===== src/rtl/fnn_pkg.sv =====
// Shared definitions for the FNN weight loader: header field layout,
// default weight-count limit and the loader state encoding.
// Build option: WLOADER_BIAS_EN adds the BIAS state to the encoding.
package fnn_pkg;

   localparam int unsigned MAX_WEIGHTS_DEFAULT = 1024;
   localparam int unsigned CNT_WIDTH_DEFAULT   = 16;

   // Header word layout: layer[31:24], neuron[23:16], count[15:0]
   localparam int unsigned HDR_LAYER_MSB  = 31;
   localparam int unsigned HDR_LAYER_LSB  = 24;
   localparam int unsigned HDR_NEURON_MSB = 23;
   localparam int unsigned HDR_NEURON_LSB = 16;
   localparam int unsigned HDR_COUNT_MSB  = 15;
   localparam int unsigned HDR_COUNT_LSB  = 0;

`ifdef WLOADER_BIAS_EN
   typedef enum logic [1:0] {
      ST_HDR     = 2'd0,
      ST_WEIGHTS = 2'd1,
      ST_DISCARD = 2'd2,
      ST_BIAS    = 2'd3
   } state_t;
`else
   typedef enum logic [1:0] {
      ST_HDR     = 2'd0,
      ST_WEIGHTS = 2'd1,
      ST_DISCARD = 2'd2
   } state_t;
`endif

endpackage


===== src/rtl/weight_loader.sv =====
// Weight loader: parses header/weight/bias frames from a valid/ready
// stream and strobes each weight (and bias) out with one cycle of latency.
// Build option: WLOADER_BIAS_EN expects one bias word after each frame.
module weight_loader
   import fnn_pkg::*;
#(
   parameter int unsigned MAX_WEIGHTS = MAX_WEIGHTS_DEFAULT,
   parameter int unsigned CNT_WIDTH   = CNT_WIDTH_DEFAULT
) (
   input  logic        clk,
   input  logic        rst,
   input  logic        en,
   input  logic [31:0] s_data,
   input  logic        s_valid,
   output logic        s_ready,
   output logic        weightValid,
   output logic        biasValid,
   output logic [31:0] weightValue,
   output logic [31:0] biasValue,
   output logic [31:0] config_layer_num,
   output logic [31:0] config_neuron_num,
   output logic        neuron_done,
   output logic        err
);

   state_t                 state, state_n;
   logic [CNT_WIDTH-1:0]   rem, rem_n;
   logic                   weight_valid_n, done_n, err_n;
   logic [31:0]            weight_value_n, layer_n, neuron_n;
   logic                   accept;
   logic [15:0]            hdr_count_raw;
   logic                   hdr_zero, hdr_too_big, rem_last;

   assign s_ready       = en;
   assign accept        = s_valid & en;
   assign hdr_count_raw = s_data[HDR_COUNT_MSB:HDR_COUNT_LSB];
   assign hdr_zero      = (hdr_count_raw == 16'd0);
   assign hdr_too_big   = (32'(hdr_count_raw) > 32'(MAX_WEIGHTS));
   assign rem_last      = (rem == CNT_WIDTH'(1));

`ifdef WLOADER_BIAS_EN
   logic        bias_valid_n;
   logic [31:0] bias_value_n;
`else
   assign biasValid = 1'b0;
   assign biasValue = 32'd0;
`endif

   // Next-state, counter and output-register logic for one accepted word
   always_comb begin
      state_n        = state;
      rem_n          = rem;
      weight_valid_n = 1'b0;
      weight_value_n = weightValue;
      layer_n        = config_layer_num;
      neuron_n       = config_neuron_num;
      done_n         = 1'b0;
      err_n          = err;
`ifdef WLOADER_BIAS_EN
      bias_valid_n   = 1'b0;
      bias_value_n   = biasValue;
`endif
      if (accept) begin
         case (state)
            ST_HDR: begin
               layer_n  = 32'(s_data[HDR_LAYER_MSB:HDR_LAYER_LSB]);
               neuron_n = 32'(s_data[HDR_NEURON_MSB:HDR_NEURON_LSB]);
               rem_n    = CNT_WIDTH'(hdr_count_raw);
               if (hdr_zero) begin
`ifdef WLOADER_BIAS_EN
                  state_n = ST_BIAS;
`else
                  done_n  = 1'b1;
`endif
               end else if (hdr_too_big) begin
                  err_n   = 1'b1;
                  state_n = ST_DISCARD;
               end else begin
                  state_n = ST_WEIGHTS;
               end
            end
            ST_WEIGHTS: begin
               weight_valid_n = 1'b1;
               weight_value_n = s_data;
               rem_n          = rem - CNT_WIDTH'(1);
               if (rem_last) begin
`ifdef WLOADER_BIAS_EN
                  state_n = ST_BIAS;
`else
                  state_n = ST_HDR;
                  done_n  = 1'b1;
`endif
               end
            end
            ST_DISCARD: begin
`ifdef WLOADER_BIAS_EN
               // Counter reaching zero means only the bias word is left
               if (rem == CNT_WIDTH'(0)) begin
                  state_n = ST_HDR;
               end else begin
                  rem_n = rem - CNT_WIDTH'(1);
               end
`else
               rem_n = rem - CNT_WIDTH'(1);
               if (rem_last) begin
                  state_n = ST_HDR;
               end
`endif
            end
`ifdef WLOADER_BIAS_EN
            ST_BIAS: begin
               bias_valid_n = 1'b1;
               bias_value_n = s_data;
               done_n       = 1'b1;
               state_n      = ST_HDR;
            end
`endif
            default: begin
               state_n = ST_HDR;
            end
         endcase
      end
   end

   // State, counter and registered outputs
   always_ff @(posedge clk or posedge rst) begin
      if (rst) begin
         state             <= ST_HDR;
         rem               <= '0;
         weightValid       <= 1'b0;
         weightValue       <= 32'd0;
         config_layer_num  <= 32'd0;
         config_neuron_num <= 32'd0;
         neuron_done       <= 1'b0;
         err               <= 1'b0;
      end else begin
         state             <= state_n;
         rem               <= rem_n;
         weightValid       <= weight_valid_n;
         weightValue       <= weight_value_n;
         config_layer_num  <= layer_n;
         config_neuron_num <= neuron_n;
         neuron_done       <= done_n;
         err               <= err_n;
      end
   end

`ifdef WLOADER_BIAS_EN
   // Bias output registers
   always_ff @(posedge clk or posedge rst) begin
      if (rst) begin
         biasValid <= 1'b0;
         biasValue <= 32'd0;
      end else begin
         biasValid <= bias_valid_n;
         biasValue <= bias_value_n;
      end
   end
`endif

endmodule


===== config.mk =====
export PLATFORM = sky130hd
export DESIGN_NAME = weight_loader
export DESIGN_NICKNAME = d
export VERILOG_FILES = /design/src/rtl/fnn_pkg.sv /design/src/rtl/weight_loader.sv
export SDC_FILE = /design/constraint.sdc
export NUM_CORES = 1
export LEC_CHECK = 0
export CAP_MARGIN = 30
export CORE_MARGIN = 2
export CORE_UTILIZATION = 30
export CTS_CLUSTER_DIAMETER = 120
export DETAILED_ROUTE_END_ITERATION = 6
export PLACE_DENSITY = 0.6
export REMOVE_ABC_BUFFERS = 1
export SYNTH_ARGS = -nofsm -noshare
export SYNTH_HDL_FRONTEND = slang
export SYNTH_SLANG_ARGS = --single-unit

===== constraint.sdc =====
create_clock -name clk -period 2.25 [get_ports clk]
set_input_delay 0.3375 -clock clk [delete_from_list [all_inputs] [get_ports clk]]
set_output_delay 0.3375 -clock clk [all_outputs]
set_load 0.03 [all_outputs]

==> results of run 1 <==
[report_power, final]
group	internal [W]	switching (W)	total, W
sequential	0.00181	0.000414	0.00223
combinational	0.00136	0.00181	0.00317
clock	0.000806	0.000498	0.00130
total	0.00398	0.00272	0.00671
[stage by stage]
stage	instance area [um2]	utilization	setup slack [ps]
3_3_place_gp	4688	0.3871	-40.63
6_report	4961	0.4096	212.3
3_5_place_dp	4688	0.3871	-36.17
2_1_floorplan	3387	-	-72.23
4_1_cts	4961	0.4096	194.3
5_1_grt	4961	0.4096	118.7
[cell usage after synthesis, drive strengths merged (4+ instances only)]
cell	number	area, um2
dfrtp	69	1727
nand3	5	37.54
mux2	48	540.5
a2bb2oi	4	35.03
or4	4	33.78
o22ai	5	31.28
inv	9	33.78
nor2	7	26.28
a21oi	16	80.08
buf	86	630.6
nor4	4	61.31
clkbuf	6	22.52
a31oi	4	25.02
ha	5	62.56
nand2	9	33.78
o21ai	14	70.07
[cells by family (layout without fill, tap and decap cells)]
logic type / count (synthesis) / after routing / synth area share
multiplexers: 49 / 49 / 0.1472
other: 1 / 81 / 0.001003
flip-flops: 69 / 69 / 0.4617
buffers and inverters: 101 / 139 / 0.1837
AO/OA/AOI/OAI: 58 / 58 / 0.09836
adder cells (fa/ha/maj): 5 / 5 / 0.01673
AND/OR/NAND/NOR: 51 / 51 / 0.09134
[worst max-delay path by stage]
stage / endpoint / slack [ps]
floorplan: rem[15] / -70
global placement: state[0] / -40
detailed placement: state[0] / -40
CTS: s_ready / 190
global route: state[0] / 120
finish: s_ready / 210
[routing by layer]
metal | part of all wire | global-route usage
met1 | 0.43 | 0.1638
met2 | 0.48 | 0.2121
met3 | 0.082 | 0.04079
met4 | 0.015 | 0.05238
met5 | 0 | 0
[state kept, by name, summed over array words and instances, names as in the netlist]
register / flops
weightValue: 32
weightValid: 1
config_neuron_num: 8
rem: 16
neuron_done: 1
err: 1
state: 2
config_layer_num: 8
[area by class of cell]
| type | instances | area (um2) |
|---|---|---|
| Clock inverter | 1 | 5.005 |
| Clock buffer | 15 | 267.8 |
| Timing Repair Buffer | 114 | 1086 |
| Fill cell | 1191 | 7151 |
| Sequential cell | 69 | 1727 |
| Multi-Input combinational cell | 244 | 1632 |
| Tap cell | 168 | 210.2 |
| Inverter | 9 | 33.78 |
==> flow_metrics.env, run 1 <==
export IMPL_power_w=0.006705
export IMPL_ys_types=48
export IMPL_peakVddDrop_mv=0.6341
export IMPL_finalCriticalPeriod_ps=2038
export IMPL_numCtsBuffers=9
export IMPL_dp_cells=604
export IMPL_fmax_ghz=0.4907
export IMPL_async_reset_ff_frac=1.000
export IMPL_worst_slew_pin_slew_ps=536.9
export IMPL_r2r_cells=6
export IMPL_syn_area_per_cell_um2=11.20
export IMPL_whs_ps=382.5
export IMPL_first_iter_violations=61
export IMPL_rsz0062_at_grt="no"
export IMPL_syn_to_final_growth_pct=32.65
export IMPL_startpoint="en"
export IMPL_syn_instance_count=334
export IMPL_maxCapViolCount=0
export IMPL_clock_latency_ps=330
export IMPL_core_mm2=0.01211
export IMPL_ant_nets=0
export IMPL_setup_viol=0
export IMPL_clock_skew_ps=4.655
export IMPL_slowest_stage="clkdlybuf4s50_1"
export IMPL_cp_common_cell="clkdlybuf4s50_1"
export IMPL_nNetsFinal=488
export IMPL_synth_edf_count=0
export IMPL_clkSinkCount=69
export IMPL_io_pins=169
export IMPL_cts_root_buf="clkbuf_16"
export IMPL_io_buffer_count=87
export IMPL_drive_gt1_frac=0.1615
export IMPL_leakagePower_nw=2.224
export IMPL_r2r_slack_ps=280
export IMPL_worst_r2r_endpoint="state[0]"
export IMPL_cp_start_kind="input pin"
export IMPL_worstPathMaxFanout=6
export IMPL_cp_top_family="buffers and inverters"
export IMPL_dp_hpwl_mm=6.303
export IMPL_die_area_mm2=0.01337
export IMPL_grt_pass1_wl_mm=13.56
export IMPL_worstReg2RegStart="rem[1]"
export IMPL_place_gp_congestion=0.8256
export IMPL_crit_cells=2
export IMPL_hold_violations=0
export IMPL_final_common_cell="clkdlybuf4s50_1"
export IMPL_grt_usage=0.1311
export IMPL_end_kind="output port"
export IMPL_grt_pass1_vias=2703
export IMPL_finalWirelength_mm=8.537
export IMPL_synthFlopType="dfrtp_1"
export IMPL_first_pass_iters=4
export IMPL_grt_max_degree=30
export IMPL_cts_hold_repair_buffers=0
export IMPL_period_share=0.9056
export IMPL_clk_path_buf_depth=2
export IMPL_final_setup_tns_ps=0
export IMPL_h_tree_depth=3
export IMPL_crit_path_max_incr_delay_ps=730
export IMPL_diodes=0
export IMPL_ys_warn_count=0
export IMPL_path_cells="clkdlybuf4s50_1 -> clkdlybuf4s50_1"
export IMPL_antenna_found_initial=0
export IMPL_clk_pin_slew_ps=50
export IMPL_synth_seq_area_share=0.4617
export IMPL_die_w_um=115.7
export IMPL_drc=0
export IMPL_vias_per_cell=4.348
export IMPL_grt_ovfl_total=0
export IMPL_status="finished clean"
export IMPL_worstPathArrival_ps=1700
export IMPL_wl_per_cell_um=13.77
export IMPL_post_cts_buffers=0
export IMPL_slew_headroom=0.6416
export IMPL_start_util=0.3088
export IMPL_hold_class="input pin to async pin"
export IMPL_cp_num_buf_inv=2
export IMPL_ctsResizeCount=0
export IMPL_cts_tree="yes"
export IMPL_path_class="input pin to output port"
export IMPL_routed_via_count=2696
export IMPL_mostFrequentLayoutCells="87 x clkdlybuf4s50_1, 81 x conb_1, 69 x dfrtp_1"
export IMPL_ys_ff_latch=69
export IMPL_instances_no_fill=620
export IMPL_cp_required_ps=1910
export IMPL_rows=40
export IMPL_syn_area_mm2=0.003740
export IMPL_slew_viol_final=0
export IMPL_powerDensity_mw_per_mm2=1352
export IMPL_chipHeight_um=115.7
No activity file was read; power rests on OpenSTA's default activity.
==> inputs of run 2 (changes only) <==
==> constraint.sdc (replaced) <==
create_clock -name clk -period 2.25 [get_ports clk]
set_input_delay 0.225 -clock clk [delete_from_list [all_inputs] [get_ports clk]]
set_output_delay 0.225 -clock clk [all_outputs]
set_load 0.03 [all_outputs]
==> run 2 against run 1 <==
Total power shrank 0.68%. Die area is the same. Combinational power is essentially flat. Clock-buffer cell count shrank 2. Clock power shrank 3%. Via count shrank 0.45%. Sequential share of layout area grew 0.46 points. Clock skew grew 0.94 ps.
==> flow_metrics.env, run 2 (same netlist as run 1, synthesis figures left out) <==
export IMPL_power_switching_w=0.002720
export IMPL_top_register="weightValue"
export IMPL_routed_via_count=2684
export IMPL_switching_share=0.4085
export IMPL_grt_pass1_wl_mm=13.25
export IMPL_grt_usage=0.1307
export IMPL_worstReg2RegStart="rem[1]"
export IMPL_r2r_cells=6
export IMPL_clk_pin_slew_ps=50
export IMPL_intPower_w=0.003939
export IMPL_grt_ovfl_total=0
export IMPL_clkSinkCount=69
export IMPL_status="finished clean"
export IMPL_worstPathArrival_ps=2260
export IMPL_place_gp_congestion=0.8143
export IMPL_comb_power_share=0.478
export IMPL_drc=0
export IMPL_hold_violations=0
export IMPL_fin_ws_ps=257.9
export IMPL_worstPathMaxFanout=3
export IMPL_h_tree_depth=3
export IMPL_first_iter_violations=74
export IMPL_cp_required_ps=2510
export IMPL_peakVddDrop_mv=0.6223
export IMPL_r2r_slack_ps=260
export IMPL_cts_root_buf="clkbuf_16"
export IMPL_instances_no_fill=612
export IMPL_start_util=0.3088
export IMPL_period_share=0.8854
export IMPL_clk_path_buf_depth=2
export IMPL_grt_max_degree=30
export IMPL_mostFrequentLayoutCells="87 x clkdlybuf4s50_1, 81 x conb_1, 69 x dfrtp_1"
export IMPL_dp_hpwl_mm=6.180
export IMPL_seqPwrFrac=0.332
export IMPL_fmax_ghz=0.5020
export IMPL_numCtsBuffers=9
export IMPL_pre_cts_ws_ps=51.29
export IMPL_clock_latency_ps=340
export IMPL_dp_cells=597
export IMPL_final_core_util=0.4042
export IMPL_antenna_found_initial=0
export IMPL_leakagePower_nw=2.187
export IMPL_ctsResizeCount=0
export IMPL_chipHeight_um=115.7
export IMPL_worst_r2r_endpoint="state[0]"
export IMPL_postPlaceCellArea_mm2=0.004636
export IMPL_cts_hold_repair_buffers=0
export IMPL_nNetsFinal=481
export IMPL_grt_pass1_vias=2600
export IMPL_clock_skew_ps=5.597
export IMPL_die_area_mm2=0.01337
export IMPL_largest_reg_flops=32
export IMPL_fillCellCount=1189
export IMPL_path_class="flop to flop"
export IMPL_vias_per_cell=4.386
export IMPL_drive_gt1_frac=0.1486
export IMPL_wl_per_cell_um=13.62
export IMPL_top_regs="weightValue (32), rem (16)"
export IMPL_powerDensity_mw_per_mm2=1360
export IMPL_rows=40
export IMPL_final_common_cell="clkdlybuf4s50_1"
export IMPL_diodes=0
export IMPL_cts_tree="yes"
export IMPL_fin_area_mm2=0.004896
export IMPL_setup_viol=0
export IMPL_rsz0062_at_grt="no"
export IMPL_cp_start_kind="flop"
export IMPL_ant_nets=0
export IMPL_maxCapViolCount=0
export IMPL_syn_to_final_growth_pct=30.91
export IMPL_crit_end="state[0]"
export IMPL_core_mm2=0.01211
export IMPL_startpoint="rem[1]"
export IMPL_end_kind="flop"
export IMPL_hold_class="input pin to async pin"
export IMPL_first_pass_iters=4
export IMPL_slew_viol_final=0
export IMPL_io_pins=169
export IMPL_power_frac_clock=0.189
export IMPL_die_w_um=115.7
export IMPL_post_cts_buffers=0
export IMPL_finalWirelength_mm=8.335
export IMPL_finalCriticalPeriod_ps=1992
export IMPL_io_buffer_count=87
## run 2: cell types whose count changed in the layout (fill, tap and decap cells not counted)
cell	previous run	this run
clkinv_2	1	2
clkbuf_8	2	1
clkbuf_1	4	3
buf_4	26	19
## run 2: how the worst min path moves through the flow
stage	from	to	slack [ps]
6_report	rst	config_neuron_num[7]	210
5_1_grt	rst	config_neuron_num[7]	240
4_1_cts	rst	weightValue[10]	210
3_5_place_dp	err	err	460
3_3_place_gp	err	err	460
2_1_floorplan	s_data[24]	config_layer_num[0]	360
## run 2: final cells by class
class / count / area, um2 / area share
inverters: 9 / 33.78 / 0.006900
multi-input cells: 244 / 1632 / 0.3332
clock inverters: 2 / 10.01 / 0.002044
clock buffers: 13 / 250.2 / 0.05111
repair buffers: 107 / 1033 / 0.2111
well taps: 168 / 210.2 / 0.04293
flip-flops and latches: 69 / 1727 / 0.3527
## run 2: per-layer routing
layer | global-route usage | routed length, um | vias up
li1 | - | - | 1239
met1 | 0.1568 | 3520 | 1310
met2 | 0.2097 | 3965 | 121
met3 | 0.05178 | 714 | 14
met4 | 0.05476 | 135 | 0
met5 | 0 | 0 | -
## run 2: power groups by stage
stage          logic [W]  registers, W  clock network, W
4_1_cts          0.00321       0.00222           0.00132
2_1_floorplan    0.00108       0.00303                 0
5_1_grt          0.00340       0.00231           0.00138
3_5_place_dp     0.00320       0.00223                 0
6_report         0.00319       0.00221           0.00126
3_3_place_gp     0.00318       0.00221                 0
## run 2: metrics by stage
stage / TNS, ps / power, W / hold WS, ps
finish: 0 / 0.006659 / 211.4
global route: 0 / 0.007086 / 235.7
CTS: 0 / 0.006749 / 214.5
detailed placement: 0 / 0.005430 / 458.2
global placement: 0 / 0.005385 / 457.4
floorplan: -72.23 / 0.004107 / 356.7
## run 2: worst max-delay path: stages (launching register included)
cell and delay, ps:
dfrtp_1 390, inv_1 100, ha_1 150, nor4b_1 360, a41oi_1 250, or4b_1 580, o21ai_1 90
==> inputs of run 3 (changes only) <==
==> constraint.sdc (replaced) <==
create_clock -name clk -period 2 [get_ports clk]
set_input_delay 0.2 -clock clk [delete_from_list [all_inputs] [get_ports clk]]
set_output_delay 0.2 -clock clk [all_outputs]
set_load 0.03 [all_outputs]
==> run 3 against run 2 <==
Non-clock buffer count increased by 12. Worst setup slack got worse by 120 ps. Combinational power increased by 14%. Design area rose by 2.3%. Global-route usage decreased by 0.26 points. Via count grew 0.67%. Core utilization rose by 0.94 points. First-iteration DRC count grew 24%. Clock power grew 13%. Flip-flop and latch count is the same. Sequential power rose by 13%. Critical path type unchanged. Critical endpoint unchanged. Largest cell class unchanged. Highest routed layer unchanged.
==> flow_metrics.env, run 3 (same netlist as run 1, synthesis figures left out) <==
export IMPL_setup_viol=0
export IMPL_worstPathMaxFanout=3
export IMPL_comb_power_share=0.481
export IMPL_antenna_found_initial=0
export IMPL_clock_latency_ps=330
export IMPL_top_register="weightValue"
export IMPL_post_cts_buffers=0
export IMPL_grt_busiest_layer="met2"
export IMPL_largest_reg_flops=32
export IMPL_instances_no_fill=624
export IMPL_first_pass_iters=4
export IMPL_use_met1=0.1662
export IMPL_wl_per_cell_um=13.77
export IMPL_fmax_ghz=0.5368
export IMPL_die_w_um=115.7
export IMPL_dp_hpwl_mm=6.169
export IMPL_postPlaceCellArea_mm2=0.004738
export IMPL_syn_to_final_growth_pct=33.96
export IMPL_finalCriticalPeriod_ps=1863
export IMPL_place_gp_congestion=0.8296
export IMPL_io_buffer_count=87
export IMPL_intPower_w=0.004458
export IMPL_leakagePower_nw=2.253
export IMPL_met3_usage=0.04132
export IMPL_final_common_cell="clkdlybuf4s50_1"
export IMPL_end_kind="flop"
export IMPL_drive_gt1_frac=0.1754
export IMPL_peakVddDrop_mv=0.5524
export IMPL_status="finished clean"
export IMPL_finalWirelength_mm=8.590
export IMPL_core_mm2=0.01211
export IMPL_powerDensity_mw_per_mm2=1508
export IMPL_path_class="flop to flop"
export IMPL_rsz0062_at_grt="no"
export IMPL_final_setup_tns_ps=0
export IMPL_drc=0
export IMPL_grt_usage=0.1281
export IMPL_clk_pin_slew_ps=50
export IMPL_grt_max_degree=70
export IMPL_clk_path_buf_depth=2
export IMPL_numCtsBuffers=9
export IMPL_hold_violations=0
export IMPL_hold_class="input pin to async pin"
export IMPL_h_tree_depth=3
export IMPL_nNetsFinal=493
export IMPL_grt_ovfl_total=0
export IMPL_clock_skew_ps=5.403
export IMPL_cts_tree="yes"
export IMPL_cp_required_ps=2260
export IMPL_cp_start_kind="flop"
export IMPL_dp_cells=609
export IMPL_grt_pass1_vias=2616
export IMPL_fin_area_mm2=0.005010
export IMPL_rows=40
export IMPL_mostFrequentLayoutCells="87 x clkdlybuf4s50_1, 81 x conb_1, 69 x dfrtp_1"
export IMPL_start_util=0.3088
export IMPL_ant_nets=0
export IMPL_routed_via_count=2702
export IMPL_power_frac_clock=0.190
export IMPL_seqPwrFrac=0.330
export IMPL_worstPathArrival_ps=2120
export IMPL_power_w=0.007553
export IMPL_grt_pass1_wl_mm=13.24
export IMPL_clkSinkCount=69
export IMPL_switching_share=0.4097
export IMPL_vias_per_cell=4.330
export IMPL_io_pins=169
export IMPL_first_iter_violations=92
export IMPL_fillCellCount=1191
export IMPL_top_regs="weightValue (32), rem (16)"
export IMPL_power_switching_w=0.003094
export IMPL_grt_util_met2=0.2051
export IMPL_cts_root_buf="clkbuf_16"
export IMPL_maxCapViolCount=0
export IMPL_whs_ps=278.0
export IMPL_die_area_mm2=0.01337
export IMPL_period_share=0.9314
export IMPL_diodes=0
export IMPL_chipHeight_um=115.7
export IMPL_slew_viol_final=0
## run 3: cell types whose count changed in the layout (fill, tap and decap cells not counted), sizes merged
cell  before  now
buf       20   32
## run 3: final cells by class
| cell class | instances | area, um2 | area share |
|---|---|---|---|
| inverter | 9 | 33.78 | 0.006743 |
| clock inverter | 2 | 10.01 | 0.001998 |
| sequential | 69 | 1727 | 0.3447 |
| clock buffer | 13 | 250.2 | 0.04995 |
| timing repair buffer | 119 | 1136 | 0.2268 |
| tap | 168 | 210.2 | 0.04196 |
| multi-input combinational | 244 | 1643 | 0.3279 |
## run 3: worst paths after layout
path,from,end,slack [ps],cells after the start
min in group clk,err,err,470,1
min reg2reg,err,err,470,1
max,rem[1],state[0],140,6
min,rst,weightValue[30],280,3
max reg2reg,rem[1],state[0],140,6
max in group asynchronous,rst,weightValue[3],1410,3
## run 3: per-stage QoR
stage               worst slack (ps)    util
floorplan                     -322.2       -
global placement              -150.5  0.3912
detailed placement            -151.0  0.3912
CTS                            59.27  0.4127
global route                   5.329  0.4136
finish                         137.1  0.4136
## run 3: critical path, cell delays in order (launching register included)
cell	delay [ps]
dfrtp_1	390
inv_1	100
ha_1	160
nor4b_2	260
a41oi_1	220
or4b_1	570
o21ai_1	80
## run 3: what timing repair did
| item | 4_1_cts | 5_1_grt |
|---|---|---|
| endpoints found under the setup margin | 0 | 2 |
| resized for setup | 0 | 2 |
| hold buffers | 0 | 0 |
## run 3: power groups by stage
| stage | registers (W) | logic [W] | clock network (W) |
|---|---|---|---|
| floorplan | 0.00341 | 0.00121 | 0 |
| global placement | 0.00247 | 0.00359 | 0 |
| detailed placement | 0.00251 | 0.00364 | 0 |
| CTS | 0.00249 | 0.00365 | 0.00148 |
| global route | 0.00260 | 0.00387 | 0.00154 |
| finish | 0.00249 | 0.00363 | 0.00143 |
## run 3: metal layers
layer	part of all wire	up-vias	routed length [um]
met3	0.078	7	673
met5	0	-	0
met4	0.0093	0	80
li1	-	1264	-
met2	0.47	121	4033
met1	0.44	1310	3802
